[src/rtl/boot_loader.sv]
// Program-memory loader for the J1: parses a framed UART byte stream, writes
// little-endian 16-bit words from address 0 and releases the CPU on a good checksum.
module boot_loader #(
  parameter int unsigned size       = 'h1000,
  parameter int unsigned addr_width = $clog2(size)
) (
  input  logic                  clock,
  input  logic                  reset,
  input  logic [7:0]            rx_data,
  input  logic                  rx_valid,
  output logic                  rx_ready,
  output logic [addr_width-1:0] mem_address,
  output logic [15:0]           mem_data,
  output logic                  mem_wren,
  output logic                  cpu_reset,
  output logic                  done,
  output logic                  error
);

  localparam logic [2:0] SYNC    = 3'd0;
  localparam logic [2:0] LEN_LO  = 3'd1;
  localparam logic [2:0] LEN_HI  = 3'd2;
  localparam logic [2:0] DATA_LO = 3'd3;
  localparam logic [2:0] DATA_HI = 3'd4;
  localparam logic [2:0] CHECK   = 3'd5;
  localparam logic [2:0] DONE    = 3'd6;
  localparam logic [2:0] ERROR   = 3'd7;

  logic [2:0]            state;
  logic [7:0]            len_lo;
  logic [7:0]            low_byte;
  logic [7:0]            sum;
  logic [addr_width-1:0] word_addr;
  logic [addr_width-1:0] last_word;

  logic        take;
  logic [15:0] len;
  logic [7:0]  sum_next;
  logic        len_big;

  assign rx_ready = (state != DONE) && (state != ERROR);

  always_comb begin
    take     = rx_valid && rx_ready;
    len      = {rx_data, len_lo};
    sum_next = sum + rx_data;
    len_big  = {16'h0000, len} > 32'(size);
  end

  always_ff @(posedge clock or posedge reset) begin
    if (reset) begin
      state       <= SYNC;
      len_lo      <= '0;
      low_byte    <= '0;
      sum         <= '0;
      word_addr   <= '0;
      last_word   <= '0;
      mem_address <= '0;
      mem_data    <= '0;
      mem_wren    <= 1'b0;
      cpu_reset   <= 1'b1;
      done        <= 1'b0;
      error       <= 1'b0;
    end else begin
      mem_wren <= 1'b0;
      if (take) begin
        case (state)
          SYNC: begin
            if (rx_data == 8'hA5) begin
              state     <= LEN_LO;
              sum       <= '0;
              word_addr <= '0;
            end
          end
          LEN_LO: begin
            len_lo <= rx_data;
            state  <= LEN_HI;
          end
          LEN_HI: begin
            if (len == '0) begin
              state <= CHECK;
            end else if (len_big) begin
              state <= ERROR;
              error <= 1'b1;
            end else begin
              // Store the final word index so the DATA_HI test needs no wide compare
              last_word <= addr_width'(len - 16'd1);
              state     <= DATA_LO;
            end
          end
          DATA_LO: begin
            low_byte <= rx_data;
            sum      <= sum_next;
            state    <= DATA_HI;
          end
          DATA_HI: begin
            sum         <= sum_next;
            mem_address <= word_addr;
            mem_data    <= {rx_data, low_byte};
            mem_wren    <= 1'b1;
            word_addr   <= word_addr + 1'b1;
            state       <= (word_addr == last_word) ? CHECK : DATA_LO;
          end
          CHECK: begin
            if (sum_next == '0) begin
              state     <= DONE;
              done      <= 1'b1;
              cpu_reset <= 1'b0;
            end else begin
              state <= ERROR;
              error <= 1'b1;
            end
          end
          default: state <= state;
        endcase
      end
    end
  end

endmodule

[config.mk]
export PLATFORM = sky130hd
export DESIGN_NAME = boot_loader
export DESIGN_NICKNAME = d
export VERILOG_FILES = /design/src/rtl/boot_loader.sv
export SDC_FILE = /design/constraint.sdc
export NUM_CORES = 1
export LEC_CHECK = 0
export ABC_AREA = 1
export CORE_UTILIZATION = 57
export CTS_BUF_LIST = sky130_fd_sc_hd__clkbuf_8 sky130_fd_sc_hd__clkbuf_16
export CTS_CLUSTER_DIAMETER = 60
export DETAILED_ROUTE_END_ITERATION = 8
export PLACE_DENSITY = 0.8
export SYNTH_ARGS = -nofsm -noshare
export SYNTH_HDL_FRONTEND = slang
export SYNTH_SLANG_ARGS = --single-unit
[constraint.sdc]
create_clock -name clock -period 3.42 [get_ports clock]
set_input_delay 1.026 -clock clock [delete_from_list [all_inputs] [get_ports clock]]
set_output_delay 1.026 -clock clock [all_outputs]
set_load 0.05 [all_outputs]
==> results of run 1 <==
-- Yosys cell counts, drive strengths merged --
| cell | instances | area, sq um |
|---|---|---|
| inv | 72 | 270.3 |
| dfrtp | 82 | 2052 |
| nor3 | 10 | 60.06 |
| nand3b | 1 | 7.510 |
| nand4 | 20 | 140.1 |
| o22ai | 1 | 20.02 |
| a21oi | 3 | 15.01 |
| nand3 | 28 | 140.1 |
| dfstp | 1 | 26.28 |
| xor2 | 8 | 70.07 |
| o21ai | 84 | 427.9 |
| or2 | 4 | 27.53 |
| nor2 | 31 | 173.9 |
| xnor2 | 5 | 43.79 |
| ha | 10 | 125.1 |
| buf | 11 | 91.33 |
| nand2 | 163 | 616.8 |
| fa | 1 | 20.02 |
| o21a | 1 | 7.510 |
| clkbuf | 2 | 7.510 |
-- worst max-delay path, cell delays in order --
cell and delay, ns:
sky130_fd_sc_hd__clkdlybuf4s50_1 0.44, sky130_fd_sc_hd__ha_1 0.25, sky130_fd_sc_hd__fa_1 0.42, sky130_fd_sc_hd__nand2_1 0.08, sky130_fd_sc_hd__nand2_1 0.08, sky130_fd_sc_hd__nand2_1 0.08, sky130_fd_sc_hd__nand2_1 0.06, sky130_fd_sc_hd__nand2_1 0.09
sky130_fd_sc_hd__nand3_1 0.10, sky130_fd_sc_hd__nor2_1 0.16, sky130_fd_sc_hd__nand2_1 0.08, sky130_fd_sc_hd__nand2_1 0.08, sky130_fd_sc_hd__nand2_1 0.05, sky130_fd_sc_hd__nand2_1 0.06, sky130_fd_sc_hd__nand2_1 0.05
-- through the flow --
| stage | hold slack, ns | setup slack [ns] | area [sq um] |
|---|---|---|---|
| floorplan | 0.4530 | 0.2589 | 4343 |
| global placement | 0.4451 | 0.3710 | 4865 |
| detailed placement | 0.4486 | 0.2801 | 4865 |
| finish | 0.4576 | 0.5639 | 5069 |
| global route | 0.4806 | 0.4212 | 5069 |
| CTS | 0.4625 | 0.5989 | 5069 |
-- kinds of logic (layout without fill, tap and decap cells) --
| group | Yosys count | count (layout) |
|---|---|---|
| simple gates | 257 | 257 |
| buf+inv | 85 | 138 |
| xor+xnor | 13 | 13 |
| fa+ha+maj | 11 | 11 |
| compound gates | 89 | 89 |
| flops | 83 | 83 |
-- routing by layer --
| metal | vias to the layer above | global-route usage, % | wire [microns] |
|---|---|---|---|
| met1 | 1764 | 33.21 | 4320 |
| li1 | 1830 | - | - |
| met2 | 117 | 49.90 | 5023 |
| met5 | - | 0 | 0 |
| met3 | 26 | 6.094 | 414 |
| met4 | 0 | 11.98 | 344 |
-- cell type report --
cell class / instances / share of cell area [%]
flip-flops and latches: 83 / 41.00
well taps: 99 / 2.444
inverters: 72 / 5.357
multi-input cells: 370 / 37.40
repair buffers: 50 / 9.775
clock buffers: 10 / 2.715
clock inverters: 6 / 1.308
-- registers in the layout (all words and copies together), names as in the netlist --
| signal | count |
|---|---|
| mem_data | 16 |
| cpu_reset | 1 |
| error | 1 |
| sum | 8 |
| len_lo | 8 |
| mem_address | 12 |
| word_addr | 12 |
| last_word | 12 |
| mem_wren | 1 |
| low_byte | 8 |
| state | 3 |
| done | 1 |
-- report_power, final --
group	leakage (nW)	total, mW	internal [mW]	switching [mW]
sequential	1.07	1.59	1.34	0.255
combinational	1.29	2.07	0.695	1.38
clock	0.0999	0.717	0.357	0.360
-- worst paths after layout --
path,to,slack (ns),cells past startpoint
max in group asynchronous,sum[2]$_DFFE_PP0P_,1.74,3
worst min register to register,cpu_reset$_DFFE_PP1P_,0.46,2
worst max register to register,state[0]$_DFFE_PP0P_,1.32,14
worst max-delay path,state[0]$_DFFE_PP0P_,0.56,15
worst min-delay path,cpu_reset$_DFFE_PP1P_,0.46,2
min in group asynchronous,mem_address[10]$_DFFE_PP0P_,1.05,2
==> results.sh, run 1 <==
export IMPL_synth_warning_count=0
export IMPL_grt_pass1_wl_microns=16620
export IMPL_synth_compound_gate_area_share_pct=10.83
export IMPL_cts_resized_gates=0
export IMPL_most_common_library_cell_in_the_layout_ignoring_fill_and_taps="sky130_fd_sc_hd__nand2_1"
export IMPL_power_per_unit_of_standard_cell_area_nw_per_um2=864.5
export IMPL_ctsLongestPathBuffers=2
export IMPL_regArea_sq_um=2078
export IMPL_critical_path_startpoint_type="input port"
export IMPL_global_route_overflow_total=0
export IMPL_synth_distinct_cells=33
export IMPL_ctsHtreeMaxLevel=3
export IMPL_cts_root_buf="sky130_fd_sc_hd__clkbuf_8"
export IMPL_drv_cap=0
export IMPL_place_hpwl_microns=7565
export IMPL_cell_area_synth_sq_um=4343
export IMPL_timing_hold_violations_final=0
export IMPL_cp_max_fo=3
export IMPL_total_power_mw=4.382
export IMPL_peakVddDrop_mv=0.5940
export IMPL_synth_xor_xnor_area_share_pct=2.622
export IMPL_timing_hold_worst_class="reg2reg"
export IMPL_nets=608
export IMPL_setup_viol_count_final=0
export IMPL_row_count=31
export IMPL_layout_common_cells="sky130_fd_sc_hd__nand2_1, sky130_fd_sc_hd__dfrtp_1, sky130_fd_sc_hd__inv_1"
export IMPL_setup_tns_final_ns=0
export IMPL_fraction_of_final_layout_cells_with_drive_strength_greater_than_1_pct=7.953
export IMPL_ys_seq_area_share_pct=47.85
export IMPL_relative_max_transition_margin_pct=58.13
export IMPL_footprint_of_the_multi_input_gates_sq_um=1896
export IMPL_holdBufCountCts=0
export IMPL_io_buffers=43
export IMPL_timing_clock_skew_ns=0.009122
export IMPL_detail_route_wirelength_microns=10100
export IMPL_cellLeakagePower_nw=2.458
export IMPL_worst_path_required_time_ns=3.66
export IMPL_antenna_cells=0
export IMPL_synth_simple_gate_area_share_pct=26.85
export IMPL_antenna_found_initial=0
export IMPL_synth_mux_area_share_pct=0
export IMPL_final_core_utilization_pct=69.51
export IMPL_tritoncts="yes"
export IMPL_cts_clk_slew_worst_paths_ns=0.08
export IMPL_timing_final_max_slew_violations=0
export IMPL_synthesis_instances=538
export IMPL_crit_reg2reg_launch="sum[0]$_DFFE_PP0P_"
export IMPL_fillCellCount=614
export IMPL_post_place_cells=674
export IMPL_postSynthRegisterBits=83
export IMPL_dieArea_sq_um=7972
export IMPL_worstSkewPairLatency_ns=0.35
export IMPL_combinational_family_with_the_most_area_after_synthesis="simple AND/OR/NAND/NOR gates"
export IMPL_rsz0062_at_grt="no"
export IMPL_area_delta_synth_final_pct=16.71
export IMPL_drc_errors=0
export IMPL_critPathArrivalTime_ns=3.09
export IMPL_post_route_period_util_pct=83.51
export IMPL_drt_iter0_drc=183
export IMPL_fp_coreArea_sq_um=7292
export IMPL_status="complete, no violations"
export IMPL_total_number_of_vias=3737
export IMPL_pin_count_of_the_biggest_net_entering_global_routing=37
export IMPL_final_instance_count_excl_fill=690
export IMPL_post_cts_setup_buffers=0
export IMPL_die_height_microns=89.29
export IMPL_worst_slew_pin_transition_ns=0.6274
export IMPL_minimum_clock_period_after_layout_ns=2.856
export IMPL_total_i_o_pin_count=44
export IMPL_die_w_microns=89.29
export IMPL_fmax_ghz=0.3501
export IMPL_grt_pass1_vias=3619
export IMPL_clock_sink_count=83
export IMPL_synth_fp_nets=560
export IMPL_1st_pass_router_iterations=5
export IMPL_routabilityCongestion=0.8894
export IMPL_hold_path_startpoint="cpu_reset$_DFFE_PP1P_"
export IMPL_drt_vias_per_instance=5.416
export IMPL_synth_adder_area_share_pct=3.342
export IMPL_drt_antenna_violating_nets=0
export IMPL_tritoncts_num_buffers=9
export IMPL_gr_usage_all_layers_pct=28.21
export IMPL_cp_end_kind="flip-flop"
export IMPL_critPathKind="in2reg"
export IMPL_detail_route_wl_per_cell_microns=14.64
export IMPL_worst_setup_path_startpoint="rx_data[0]"
export IMPL_initial_utilization_pct=59.56
export IMPL_syn_avg_cell_area_sq_um=8.072
Power figures use the tool's default switching activity.
==> run 2, diff against run 1 <==
Clock period 3.42 ns to 2.9 ns, I/O delays scaled along.
==> run 2 against run 1 <==
Wire length up 1.4%. Non-clock buffer count increased by 4. Sequential cell count stayed put. Core utilization rose by 1.5 points. Global-route usage rose by 0.27 points. Clock power up 45%. Cell count grew 0.58%. Highest routed layer unchanged. Setup slack worse by 0.27 ns.
==> results.sh, run 2 (synthesis results as in run 1) <==
export IMPL_timing_reg2reg_setup_slack_ns=0.90
export IMPL_worst_slew_pin_transition_ns=0.6512
export IMPL_area_delta_synth_final_pct=19.19
export IMPL_antenna_found_initial=0
export IMPL_fp_coreArea_sq_um=7292
export IMPL_layout_common_cells="sky130_fd_sc_hd__nand2_1, sky130_fd_sc_hd__dfrtp_1, sky130_fd_sc_hd__inv_1"
export IMPL_holdWs_ns=0.4676
export IMPL_drc_errors=0
export IMPL_place_ws_ns=-0.05235
export IMPL_setup_viol_count_final=0
export IMPL_total_power_mw=5.412
export IMPL_grt_pass1_wl_microns=16830
export IMPL_grt_pass1_vias=3632
export IMPL_tritoncts_num_buffers=9
export IMPL_initial_utilization_pct=59.56
export IMPL_cp_max_fo=5
export IMPL_tritoncts="yes"
export IMPL_place_hpwl_microns=7662
export IMPL_worst_path_required_time_ns=2.03
export IMPL_timing_final_max_slew_violations=0
export IMPL_critPathArrivalTime_ns=1.74
export IMPL_status="complete, no violations"
export IMPL_timing_hold_worst_class="reg2reg"
export IMPL_routabilityCongestion=0.9123
export IMPL_nets=612
export IMPL_crit_reg2reg_launch="sum[0]$_DFFE_PP0P_"
export IMPL_clock_sink_count=83
export IMPL_cts_clk_slew_worst_paths_ns=0.09
export IMPL_most_common_library_cell_in_the_layout_ignoring_fill_and_taps="sky130_fd_sc_hd__nand2_1"
export IMPL_pin_count_of_the_biggest_net_entering_global_routing=52
export IMPL_critical_path_reg2reg_endpoint="state[0]$_DFFE_PP0P_"
export IMPL_peakVddDrop_mv=0.5919
export IMPL_dieArea_sq_um=7972
export IMPL_fillCellCount=594
export IMPL_worstSkewPairLatency_ns=0.36
export IMPL_holdBufCountCts=0
export IMPL_min_delay_path_depth=2
export IMPL_antenna_cells=0
export IMPL_post_place_cells=678
export IMPL_relative_max_transition_margin_pct=56.49
export IMPL_rsz0062_at_grt="no"
export IMPL_drt_iter0_drc=232
export IMPL_minimum_clock_period_after_layout_ns=2.606
export IMPL_cts_resized_gates=0
export IMPL_die_height_microns=89.29
export IMPL_reg2regPathDepth=14
export IMPL_fmax_ghz=0.3838
export IMPL_row_count=31
export IMPL_drv_cap=0
export IMPL_ctsHtreeMaxLevel=3
export IMPL_cp_end_kind="output pin"
export IMPL_post_route_period_util_pct=89.85
export IMPL_timing_clock_skew_ns=0.009794
export IMPL_final_instance_count_excl_fill=694
export IMPL_detail_route_wirelength_microns=10240
export IMPL_fraction_of_final_layout_cells_with_drive_strength_greater_than_1_pct=8.739
export IMPL_detail_route_wl_per_cell_microns=14.76
export IMPL_drt_antenna_violating_nets=0
export IMPL_post_cts_setup_buffers=0
export IMPL_finalWorstSetupSlack_ns=0.2943
export IMPL_power_per_unit_of_standard_cell_area_nw_per_um2=1045
export IMPL_largest_reg_flops=16
export IMPL_cts_root_buf="sky130_fd_sc_hd__clkbuf_8"
export IMPL_top_register_by_number_of_flip_flops="mem_data"
export IMPL_worstHoldEndpoint="cpu_reset$_DFFE_PP1P_"
export IMPL_hold_path_startpoint="cpu_reset$_DFFE_PP1P_"
export IMPL_total_i_o_pin_count=44
export IMPL_gr_usage_all_layers_pct=28.48
export IMPL_global_route_overflow_total=0
export IMPL_total_number_of_vias=3747
export IMPL_drt_vias_per_instance=5.399
export IMPL_ctsLongestPathBuffers=2
export IMPL_die_w_microns=89.29
export IMPL_1st_pass_router_iterations=5
export IMPL_final_core_utilization_pct=70.98
export IMPL_io_buffers=43
export IMPL_critical_path_startpoint_type="flip-flop"
export IMPL_cellLeakagePower_nw=2.513
export IMPL_critPathKind="reg2out"
export IMPL_timing_hold_violations_final=0
## run 2: changes by cell type in the layout (fill, tap and decap cells not counted), sizes merged
cell,delta
clkinvlp,-1
buf,+4
inv,+3
bufinv,+2
clkbuf,-1
clkinv,-3
## run 2: critical path, cell delays in order, from the launching register on
cell and delay, ns:
sky130_fd_sc_hd__dfrtp_1 0.46, sky130_fd_sc_hd__nand2_1 0.11, sky130_fd_sc_hd__clkdlybuf4s50_1 0.80
## run 2: final cells by class
cell class,count,area [sq um],share of cell area [%]
Timing Repair Buffer,54,550.5,10.64
Multi-Input combinational cell,370,1896,36.62
Tap cell,99,123.9,2.393
Clock buffer,9,123.9,2.393
Clock inverter,7,130.1,2.514
Sequential cell,83,2078,40.15
Inverter,72,274.0,5.294
## run 2: metal layers
layer	GRT usage [%]	share of wire, %
met1	34.52	42
met3	4.801	4.1
met5	0	0
met4	14.43	3.3
met2	49.13	51
## run 2: stage by stage
stage / area [sq um] / TNS [ns]
after global placement: 4922 / 0
final: 5176 / 0
after floorplan: 4347 / 0
after global routing: 5176 / 0
after detailed placement: 4922 / -0.09529
after CTS: 5176 / 0
## run 2: where the power goes
group / internal (mW) / switching [mW] / total, mW
Clock: 0.590 / 0.450 / 1.04
Combinational: 0.842 / 1.64 / 2.48
Sequential: 1.58 / 0.317 / 1.89
## run 2: how the worst max path moves through the flow
stage	to	cells after the start	from	slack, ns
2_1_floorplan	state[0]$_DFFE_PP0P_	14	rx_data[0]	0.59
3_3_place_gp	error$_DFFE_PP0P_	15	rx_data[0]	0.01
3_5_place_dp	state[0]$_DFFE_PP0P_	15	rx_data[0]	-0.05
4_1_cts	rx_ready	2	state[2]$_DFFE_PP0P_	0.28
5_1_grt	error$_DFFE_PP0P_	15	rx_data[0]	0.16
6_report	rx_ready	2	state[2]$_DFFE_PP0P_	0.29
